[config.mk]
export PLATFORM = sky130hd
export DESIGN_NAME = maxpool_sub_flat
export DESIGN_NICKNAME = d
export VERILOG_FILES = /design/src/rtl/maxpool_sub_if.sv /design/src/rtl/maxpool_sub.sv /design/src/flat_wrapper.sv
export SDC_FILE = /design/constraint.sdc
export NUM_CORES = 1
export LEC_CHECK = 0
export CAP_MARGIN = 20
export CORE_ASPECT_RATIO = 2
export CORE_MARGIN = 10
export CORE_UTILIZATION = 55
export CTS_CLUSTER_DIAMETER = 40
export DETAILED_ROUTE_END_ITERATION = 10
export GPL_TIMING_DRIVEN = 0
export PLACE_DENSITY = 0.79
export REMOVE_ABC_BUFFERS = 1
export SLEW_MARGIN = 10
export SYNTH_ARGS = -nofsm -noshare
export SYNTH_HDL_FRONTEND = slang
export SYNTH_SLANG_ARGS = --single-unit
[constraint.sdc]
create_clock -name clk -period 5.3 [get_ports clk]
set_input_delay 1.325 -clock clk [delete_from_list [all_inputs] [get_ports clk]]
set_output_delay 1.325 -clock clk [all_outputs]
set_load 0.02 [all_outputs]
[src/rtl/maxpool_sub_if.sv]
// Handshake bundle for the 2x2 max-pool stage: conv result strobe in, pooled entries out.
interface maxpool_sub_if #(
    parameter int DATAW = 20,
    parameter int ADDRW = 12
) ();
    logic               en;
    logic               convDone;
    logic [ADDRW-1:0]   convAddr;
    logic [DATAW-1:0]   convK0;
    logic [DATAW-1:0]   convK1;
    logic               poolValid;
    logic               poolReady;
    logic [ADDRW-3:0]   poolAddr;
    logic [DATAW-1:0]   poolK0;
    logic [DATAW-1:0]   poolK1;
    logic               frameDone;
    logic               seqErr;
    logic               ovfErr;

    // Environment side: conv block plus layer-1 writer.
    modport master (
        output en, convDone, convAddr, convK0, convK1, poolReady,
        input  poolValid, poolAddr, poolK0, poolK1, frameDone, seqErr, ovfErr
    );

    // Pooling stage side.
    modport slave (
        input  en, convDone, convAddr, convK0, convK1, poolReady,
        output poolValid, poolAddr, poolK0, poolK1, frameDone, seqErr, ovfErr
    );
endinterface

[src/rtl/maxpool_sub.sv]
// 2x2 / stride-2 max-pool stage behind the convolution block.
// Collects four conv strobes per window, keeps a signed running max per kernel,
// and pushes the pooled pair into a small first-word-fall-through FIFO.
//
//   state | meaning
//   ACC0  | waiting for window sample (r,c): load maxima and window address
//   ACC1  | waiting for (r,c+1): running max
//   ACC2  | waiting for (r+1,c): running max
//   ACC3  | waiting for (r+1,c+1): final max, push result
module maxpool_sub #(
    parameter int DATAW      = 20,
    parameter int ADDRW      = 12,
    parameter int FIFO_DEPTH = 2
) (
    input  logic          clk,
    input  logic          reset,
    maxpool_sub_if.slave  bus
);
    localparam logic [1:0] ACC0 = 2'd0;
    localparam logic [1:0] ACC1 = 2'd1;
    localparam logic [1:0] ACC2 = 2'd2;
    localparam logic [1:0] ACC3 = 2'd3;

    localparam int PAW  = ADDRW - 2;
    localparam int PTRW = (FIFO_DEPTH > 1) ? $clog2(FIFO_DEPTH) : 1;
    localparam int CNTW = PTRW + 1;

    logic [1:0]       quad_q, quad_d;
    logic [DATAW-1:0] max0_q, max0_d, max1_q, max1_d;
    logic [PAW-1:0]   win_q, win_d;
    logic [ADDRW-1:0] seq_q, seq_d;
    logic [ADDRW-1:0] exp_addr;
    logic             seq_err_q, seq_err_d;
    logic             ovf_err_q, ovf_err_d;
    logic [PTRW-1:0]  wr_q, wr_d, rd_q, rd_d;
    logic [CNTW-1:0]  cnt_q, cnt_d;
    logic [9:0]       out_cnt_q, out_cnt_d;

    logic [PAW-1:0]   addr_mem [FIFO_DEPTH];
    logic [DATAW-1:0] k0_mem   [FIFO_DEPTH];
    logic [DATAW-1:0] k1_mem   [FIFO_DEPTH];

    logic             strobe, push, do_push, pop, full, valid;
    logic [DATAW-1:0] res0, res1;

    // Signed max; a tie keeps the earlier (held) value.
    function automatic logic [DATAW-1:0] smax(input logic [DATAW-1:0] held,
                                              input logic [DATAW-1:0] cand);
        return ($signed(cand) > $signed(held)) ? cand : held;
    endfunction

    assign strobe = bus.en & bus.convDone;
    assign res0   = smax(max0_q, bus.convK0);
    assign res1   = smax(max1_q, bus.convK1);

    // Sequence index is {col[5:1], row[5:0], col[0]}, so a plain increment walks the
    // fixed input order and wraps after (63,63).
    assign exp_addr = {seq_q[6:1], seq_q[11:7], seq_q[0]};

    assign valid   = (cnt_q != '0);
    assign full    = (cnt_q == CNTW'(FIFO_DEPTH));
    assign pop     = valid & bus.poolReady;
    assign do_push = push & (!full | pop);

    // Window accumulator FSM; dropping en abandons any partial window.
    always_comb begin
        quad_d = quad_q;
        max0_d = max0_q;
        max1_d = max1_q;
        win_d  = win_q;
        push   = 1'b0;
        if (!bus.en) begin
            quad_d = ACC0;
        end else if (bus.convDone) begin
            case (quad_q)
                ACC0: begin
                    max0_d = bus.convK0;
                    max1_d = bus.convK1;
                    win_d  = {bus.convAddr[11:7], bus.convAddr[5:1]};
                    quad_d = ACC1;
                end
                ACC1: begin
                    max0_d = res0;
                    max1_d = res1;
                    quad_d = ACC2;
                end
                ACC2: begin
                    max0_d = res0;
                    max1_d = res1;
                    quad_d = ACC3;
                end
                ACC3: begin
                    push   = 1'b1;
                    quad_d = ACC0;
                end
                default: quad_d = ACC0;
            endcase
        end
    end

    // Expected-address tracker, sticky order error, FIFO pointers and pop counter.
    always_comb begin
        seq_d     = seq_q;
        seq_err_d = seq_err_q;
        ovf_err_d = ovf_err_q;
        wr_d      = wr_q;
        rd_d      = rd_q;
        cnt_d     = cnt_q;
        out_cnt_d = out_cnt_q;
        if (strobe) begin
            seq_d = seq_q + ADDRW'(1);
            if (bus.convAddr != exp_addr) seq_err_d = 1'b1;
        end
        if (push && full && !pop) ovf_err_d = 1'b1;
        if (do_push) wr_d = wr_q + PTRW'(1);
        if (pop) begin
            rd_d      = rd_q + PTRW'(1);
            out_cnt_d = out_cnt_q + 10'd1;
        end
        if (do_push && !pop)      cnt_d = cnt_q + CNTW'(1);
        else if (!do_push && pop) cnt_d = cnt_q - CNTW'(1);
    end

    // Control state registers with synchronous active-low reset.
    always_ff @(posedge clk) begin
        if (!reset) begin
            quad_q    <= ACC0;
            max0_q    <= '0;
            max1_q    <= '0;
            win_q     <= '0;
            seq_q     <= '0;
            seq_err_q <= 1'b0;
            ovf_err_q <= 1'b0;
            wr_q      <= '0;
            rd_q      <= '0;
            cnt_q     <= '0;
            out_cnt_q <= '0;
        end else begin
            quad_q    <= quad_d;
            max0_q    <= max0_d;
            max1_q    <= max1_d;
            win_q     <= win_d;
            seq_q     <= seq_d;
            seq_err_q <= seq_err_d;
            ovf_err_q <= ovf_err_d;
            wr_q      <= wr_d;
            rd_q      <= rd_d;
            cnt_q     <= cnt_d;
            out_cnt_q <= out_cnt_d;
        end
    end

    // FIFO storage; contents need no reset because the outputs are gated by valid.
    always_ff @(posedge clk) begin
        if (do_push) begin
            addr_mem[wr_q] <= win_q;
            k0_mem[wr_q]   <= res0;
            k1_mem[wr_q]   <= res1;
        end
    end

    assign bus.poolValid = valid;
    assign bus.poolAddr  = valid ? addr_mem[rd_q] : '0;
    assign bus.poolK0    = valid ? k0_mem[rd_q]   : '0;
    assign bus.poolK1    = valid ? k1_mem[rd_q]   : '0;
    assign bus.frameDone = pop & (out_cnt_q == 10'd1023);
    assign bus.seqErr    = seq_err_q;
    assign bus.ovfErr    = ovf_err_q;
endmodule

[src/flat_wrapper.sv]
// flat-port wrapper written by rule: the top's interface ports become plain ports
module maxpool_sub_flat 
#(
    parameter int DATAW      = 20,
    parameter int ADDRW      = 12,
    parameter int FIFO_DEPTH = 2
)
  (clk, reset, bus_en, bus_convDone, bus_convAddr, bus_convK0, bus_convK1, bus_poolReady, bus_poolValid, bus_poolAddr, bus_poolK0, bus_poolK1, bus_frameDone, bus_seqErr, bus_ovfErr);
  maxpool_sub_if #(.DATAW(DATAW), .ADDRW(ADDRW)) bus_i ();
  input  logic clk;
  input  logic reset;
  input wire logic [$bits(bus_i.en)-1:0] bus_en;
  input wire logic [$bits(bus_i.convDone)-1:0] bus_convDone;
  input wire logic [$bits(bus_i.convAddr)-1:0] bus_convAddr;
  input wire logic [$bits(bus_i.convK0)-1:0] bus_convK0;
  input wire logic [$bits(bus_i.convK1)-1:0] bus_convK1;
  input wire logic [$bits(bus_i.poolReady)-1:0] bus_poolReady;
  output wire logic [$bits(bus_i.poolValid)-1:0] bus_poolValid;
  output wire logic [$bits(bus_i.poolAddr)-1:0] bus_poolAddr;
  output wire logic [$bits(bus_i.poolK0)-1:0] bus_poolK0;
  output wire logic [$bits(bus_i.poolK1)-1:0] bus_poolK1;
  output wire logic [$bits(bus_i.frameDone)-1:0] bus_frameDone;
  output wire logic [$bits(bus_i.seqErr)-1:0] bus_seqErr;
  output wire logic [$bits(bus_i.ovfErr)-1:0] bus_ovfErr;
  assign bus_i.en = bus_en;
  assign bus_i.convDone = bus_convDone;
  assign bus_i.convAddr = bus_convAddr;
  assign bus_i.convK0 = bus_convK0;
  assign bus_i.convK1 = bus_convK1;
  assign bus_i.poolReady = bus_poolReady;
  assign bus_poolValid = bus_i.poolValid;
  assign bus_poolAddr = bus_i.poolAddr;
  assign bus_poolK0 = bus_i.poolK0;
  assign bus_poolK1 = bus_i.poolK1;
  assign bus_frameDone = bus_i.frameDone;
  assign bus_seqErr = bus_i.seqErr;
  assign bus_ovfErr = bus_i.ovfErr;
  maxpool_sub #(.DATAW(DATAW), .ADDRW(ADDRW), .FIFO_DEPTH(FIFO_DEPTH)) u_core (.clk(clk), .reset(reset), .bus(bus_i));
endmodule
==> results.py, run 1 <==
metrics = {
    "run_status": {
        "status": "complete, no violations",
    },
    "clocking": {
        "cts.clk_slew.worst_paths_ns": 0.07,
        "clkLatencyLatePin_ns": 0.44,
        "cts_resized": 0,
        "numCtsBuffers": 17,
        "cts-root-buf": "clkbuf_16",
        "cts_hold_buf": 0,
        "cts_tree": "yes",
        "h-tree-depth": 4,
        "clock-sinks": 181,
        "cts_max_path_buffers": 2,
        "cts_post_setup_buffers_inserted": 0,
    },
    "synth": {
        "synth.distinct_cells": 46,
        "syn_area_um2": 8980,
        "ys_warn_count": 0,
        "ys_ff_latch": 181,
        "synthCells": 805,
        "yosysSeqAreaShare_pct": 51.5,
        "avgSynthCellArea_um2": 11.2,
    },
    "timing": {
        "setup_tns_ns": 0,
        "setup_violations": 0,
        "skew_ns": 0.0144,
        "rsz0062_at_grt": "false",
        "drv_slew": 0,
        "worst_pin_slew_ns": 0.867,
        "finalWorstSetupSlack_ns": 0.929,
        "fin_hold_ws_ns": 0.462,
        "finalCriticalPeriod_ns": 4.37,
        "fin_crit_sh_pct": 82.5,
        "slew_headroom_pct": 42.2,
        "fmax_ghz": 0.229,
        "finalHoldViolations": 0,
    },
    "power": {
        "comb_power_share_pct": 17.5,
        "irDropWorstVdd_mv": 0.256,
        "p_leak_nw": 4.07,
        "power.density_nw_per_um2": 316,
        "clkPwrFrac_pct": 37.1,
        "p_sw_w": 0.000964,
        "p_int_w": 0.00249,
        "p_seq_share_pct": 45.3,
        "p_sw_share_pct": 27.9,
    },
    "global_route": {
        "grt_remaining_overflow": 0,
        "grt_max_degree": 66,
        "antenna_found_initial": 0,
        "grt_first_pass_wirelength_um": 30400,
        "grt_pass1_vias": 6271,
        "grt_use_total_pct": 17.4,
    },
    "place": {
        "place_area_um2": 10300,
        "hpwl_um": 13500,
        "routabilityCongestion": 0.819,
        "pre_cts_ws_ns": 0.735,
        "io_buffers": 110,
    },
    "route": {
        "met3_length_um": 805,
        "met1_length_um": 6820,
        "top_layer_used": "met4",
        "ant_nets": 0,
        "drt_iter0_markers": 229,
        "drt-pass1-iter-count": 4,
        "vias": 6073,
        "wl_per_cell_um": 16.7,
        "met2_length_um": 10400,
        "drc_errors": 0,
        "vias_per_cell": 5.42,
        "routed_wl_um": 18700,
    },
    "critical_path": {
        "cp.arrival_ns": 3.05,
        "cpMostUsedCell": "clkdlybuf4s50_1",
        "cp_slowest_cell": "clkdlybuf4s50_1",
        "cp-end-kind": "output port",
        "required_ns": 3.97,
        "critical-path-max-stage-delay_ns": 0.60,
        "startpoint_type": "input port",
        "worst-path-max-fanout": 5,
        "crit_type": "input port to output port",
        "crit_chain": "clkdlybuf4s50_1 > and2_1 > and3_1 > nand2_1 > nor2_1 > clkdlybuf4s50_1",
    },
    "finish": {
        "antenna_cells": 0,
        "layout_common_cells": "nand2_1 (111), clkdlybuf4s50_1 (109), edfxtp_1 (100)",
        "final_common_cell": "nand2_1",
        "final_net_count": 1008,
        "drive_gt1_share_pct": 11.2,
        "area_growth_pct": 21.7,
        "final_area_um2": 10900,
    },
    "floorplan": {
        "core_um2": 16200,
        "die_area_um2": 22100,
        "die_h_um": 201,
        "start_util_pct": 55.5,
        "die_w_um": 110,
        "io_pins": 111,
        "rows": 66,
    },
    "hold_path": {
        "min_path_type": "flip-flop to flip-flop",
    },
    "flow_run": {
        "max-cap-violations": 0,
    },
}
[cells by family (layout without fill, tap and decap cells)]
kind of cell               after synthesis  in the layout  share of synthesized area (%)
DFF                                    181            181                           51.5
and+or+nand+nor                        262            262                           13.4
buffers and inverters                   86            198                           4.43
AOI/OAI and AO/OA                       90             90                           6.86
adders and majority gates               47             47                           6.55
muxes                                  110            110                           14.4
xor gates and xnor gates                29             29                           2.83
[worst paths after layout]
check	startpoint	to	slack [ns]	cells after the start
hold / removal	u_core.win_q[2]	u_core.addr_mem[1][2]	0.46	0
setup / recovery	bus_poolReady	bus_frameDone	0.93	6
hold reg to reg	u_core.win_q[2]	u_core.addr_mem[1][2]	0.46	0
setup reg to reg	u_core.max0_q[14]	u_core.k0_mem[0][12]	2.18	10
[power groups by stage]
stage                     clock, W  combinational [W]  sequential, W
final                      0.00128           0.000606        0.00157
after global routing       0.00136           0.000661        0.00157
after floorplan                  0           0.000377        0.00160
after CTS                  0.00131           0.000612        0.00157
after global placement           0           0.000567        0.00160
after detailed placement         0           0.000608        0.00160
[flip-flops by register name, indices dropped and copies added (netlist names), 10 cells and up, named ones only]
| name | cells |
|---|---|
| u_core.seq_q | 12 |
| u_core.max0_q | 20 |
| u_core.addr_mem | 20 |
| u_core.win_q | 10 |
| u_core.out_cnt_q | 10 |
| u_core.k0_mem | 40 |
| u_core.max1_q | 20 |
| u_core.k1_mem | 40 |
[synthesized netlist by cell type (all sizes together)]
library cell	n	share of area (%)
nand2b	1	0.070
or4	2	0.17
a31oi	2	0.14
buf	17	1.5
and3	8	0.56
dfxtp	81	18
o21ai	37	2.5
a22oi	1	0.14
nand3	24	1.3
nand2	111	4.6
a22o	1	0.098
nor2b	4	0.28
o211a	1	0.11
nor3	5	0.28
mux2i	71	7.9
nand4	13	1.0
nor4	6	0.56
o221a	1	0.13
xor2	14	1.4
xnor2	15	1.5
a211oi	2	0.17
a21boi	20	1.7
o21bai	2	0.17
a21oi	15	0.88
o31a	1	0.098
mux2	39	6.5
nor3b	1	0.084
edfxtp	100	33
o21a	4	0.33
clkbuf	19	0.79
and2	21	1.5
ha	47	6.5
a221o	1	0.11
a21o	1	0.084
nor2	59	2.5
o221ai	1	0.17
inv	50	2.1
or3	7	0.49
[worst max-delay path, delay by kind of cell]
kind          cells  cell delay [ns]
buf+inv           2             1.09
simple gates      4             0.63
[routing by layer]
| metal | track usage [%] | vias up |
|---|---|---|
| met5 | 0 | - |
| met4 | 8.63 | 0 |
| met3 | 3.57 | 35 |
| met2 | 32.1 | 124 |
| met1 | 17.3 | 2902 |
| li1 | - | 3012 |
[per-stage QoR]
step / power, W / utilization (%) / cells
2_1_floorplan: 0.00197 / - / 769
4_1_cts: 0.00348 / 67.5 / 1121
5_1_grt: 0.00359 / 67.5 / 1121
6_report: 0.00345 / 67.5 / 1121
3_3_place_gp: 0.00217 / 62.6 / 1083
3_5_place_dp: 0.00221 / 63.6 / 1089
[area by class of cell]
| type | instances | area, um^2 |
|---|---|---|
| Clock inverter | 15 | 196 |
| Inverter | 50 | 188 |
| Multi-Input combinational cell | 538 | 3990 |
| Tap cell | 204 | 255 |
| Sequential cell | 181 | 4630 |
| Fill cell | 1248 | 5260 |
| Clock buffer | 17 | 425 |
| Timing Repair Buffer | 116 | 1240 |
No activity file was read; power rests on OpenSTA's default activity.
==> run 2: changes to the inputs <==
--- a/config.mk
+++ b/config.mk
@@ -8,11 +8,11 @@
 export CAP_MARGIN = 20
 export CORE_ASPECT_RATIO = 2
 export CORE_MARGIN = 10
-export CORE_UTILIZATION = 55
+export CORE_UTILIZATION = 51
 export CTS_CLUSTER_DIAMETER = 40
 export DETAILED_ROUTE_END_ITERATION = 10
 export GPL_TIMING_DRIVEN = 0
-export PLACE_DENSITY = 0.79
+export PLACE_DENSITY = 0.77
 export REMOVE_ABC_BUFFERS = 1
 export SLEW_MARGIN = 10
 export SYNTH_ARGS = -nofsm -noshare
==> constraint.sdc (replaced) <==
create_clock -name clk -period 3.8 [get_ports clk]
set_input_delay 0.95 -clock clk [delete_from_list [all_inputs] [get_ports clk]]
set_output_delay 0.95 -clock clk [all_outputs]
set_load 0.02 [all_outputs]
==> run 2 against run 1 <==
Net effect: clock power is 39% higher; design area increased by 0.17%; worst hold slack got worse by 0.0072 ns; total power rose by 39%; critical path depth increased by 4; critical path type is now input port to flip-flop; highest routed layer unchanged.
==> results.py, run 2 (synthesized netlist as in run 1, its figures left out) <==
metrics = {
    "critical_path": {
        "cp.arrival_ns": 3.84,
        "crit_type": "input port to flip-flop",
        "cp-end-kind": "flip-flop",
        "worst-path-max-fanout": 13,
        "required_ns": 3.98,
        "startpoint_type": "input port",
    },
    "timing": {
        "fmax_ghz": 0.274,
        "skew_ns": 0.0149,
        "slew_headroom_pct": 47.7,
        "setup_violations": 0,
        "finalHoldViolations": 0,
        "drv_slew": 0,
        "setup_tns_ns": 0,
        "fin_hold_ws_ns": 0.455,
        "finalWorstSetupSlack_ns": 0.148,
        "fin_crit_sh_pct": 96.1,
        "rsz0062_at_grt": "false",
        "worst_pin_slew_ns": 0.783,
        "finalCriticalPeriod_ns": 3.65,
    },
    "global_route": {
        "grt_max_degree": 64,
        "antenna_found_initial": 2,
        "grt_remaining_overflow": 0,
        "grt_pass1_vias": 6255,
        "grt_use_total_pct": 16.1,
        "grt_first_pass_wirelength_um": 30400,
    },
    "floorplan": {
        "die_w_um": 114,
        "start_util_pct": 52.0,
        "io_pins": 111,
        "rows": 68,
        "core_um2": 17300,
        "die_area_um2": 23600,
        "die_h_um": 208,
    },
    "route": {
        "ant_nets": 0,
        "wl_per_cell_um": 16.6,
        "vias_per_cell": 5.34,
        "vias": 6029,
        "drt-pass1-iter-count": 5,
        "drt_iter0_markers": 189,
        "drc_errors": 0,
        "routed_wl_um": 18800,
    },
    "power": {
        "irDropWorstVdd_mv": 0.296,
        "p_leak_nw": 4.08,
        "power.density_nw_per_um2": 440,
        "finalPower_w": 0.00481,
    },
    "finish": {
        "final_net_count": 1009,
        "largest_registers": "u_core.k0_mem: 40 flops, u_core.k1_mem: 40 flops",
        "area_growth_pct": 21.9,
        "fillerInstances": 1352,
        "final_common_cell": "nand2_1",
        "drive_gt1_share_pct": 11.3,
        "layout_common_cells": "nand2_1 (111), clkdlybuf4s50_1 (109), edfxtp_1 (100)",
    },
    "place": {
        "io_buffers": 110,
        "routabilityCongestion": 0.831,
        "pre_cts_ws_ns": -0.368,
        "hpwl_um": 13600,
    },
    "flow_run": {
        "max-cap-violations": 0,
    },
    "clocking": {
        "cts_max_path_buffers": 2,
        "cts-root-buf": "clkbuf_16",
        "cts_tree": "yes",
        "clock-sinks": 181,
        "cts_hold_buf": 0,
        "clkLatencyLatePin_ns": 0.44,
        "h-tree-depth": 4,
        "cts.clk_slew.worst_paths_ns": 0.08,
        "numCtsBuffers": 17,
    },
    "run_status": {
        "status": "complete, no violations",
    },
    "hold_path": {
        "min_path_type": "flip-flop to flip-flop",
    },
}
[run 2: cell count changes in the layout (fill, tap and decap cells not counted), moves of 2 or more]
cell,change
buf_12,-2
buf_16,+2
inv_8,+5
clkinv_8,-6
diode_2,+2
[run 2: critical path, cell delays in order]
cell and delay (ns):
clkdlybuf4s50_1 0.46, ha_1 0.41, nand4_2 0.22, nor4_2 0.36, inv_1 0.09, o221ai_2 0.25, nor3_1 0.11, o21ai_4 0.42
buf_16 0.22, mux2_4 0.32
[run 2: final cells by class]
class	count	area [um^2]	share of cell area, %
sequential	181	4630	42.3
multi-input combinational	538	4000	36.5
timing repair buffer	117	1260	11.5
clock buffer	18	450	4.12
tap	210	263	2.40
inverter	50	188	1.72
clock inverter	14	146	1.34
antenna	2	5.00	0.0457
[run 2: through the flow]
step	cells	instance area [um^2]	util, %
after floorplan	769	8770	-
after CTS	1127	10900	63.2
after global routing	1130	10900	63.4
final	1130	10900	63.4
after global placement	1089	10100	58.7
after detailed placement	1095	10300	59.8
[run 2: per-layer routing]
metal	global-route usage (%)	wire (um)	vias to the layer above
li1	-	-	3023
met1	14.9	6740	2871
met2	30.7	10800	107
met3	3.82	733	28
met4	8.45	529	0
met5	0	0	-
[run 2: path summary, 6_finish.rpt]
kind                                   startpoint                    end  slack, ns  cells past startpoint
worst max-delay path               bus_convK0[19]   u_core.k0_mem[1][18]       0.15                     10
worst min-delay path              u_core.win_q[1]  u_core.addr_mem[1][1]       0.45                      0
worst max register to register  u_core.max0_q[19]   u_core.k0_mem[1][18]       0.75                     10
worst min register to register    u_core.win_q[1]  u_core.addr_mem[1][1]       0.45                      0
[run 2: what timing repair did]
| item | in CTS | in global routing |
|---|---|---|
| setup endpoints to repair | 0 | 47 |
| setup buffers | 0 | 1 |
| gates resized for setup | 0 | 1 |
[run 2: where the power goes]
part           switching [W]  leakage, nW  internal [W]
Combinational       0.000416         2.21      0.000432
Sequential         0.0000419         1.57       0.00214
Clock               0.000853        0.293      0.000923
Total                0.00131         4.08       0.00350
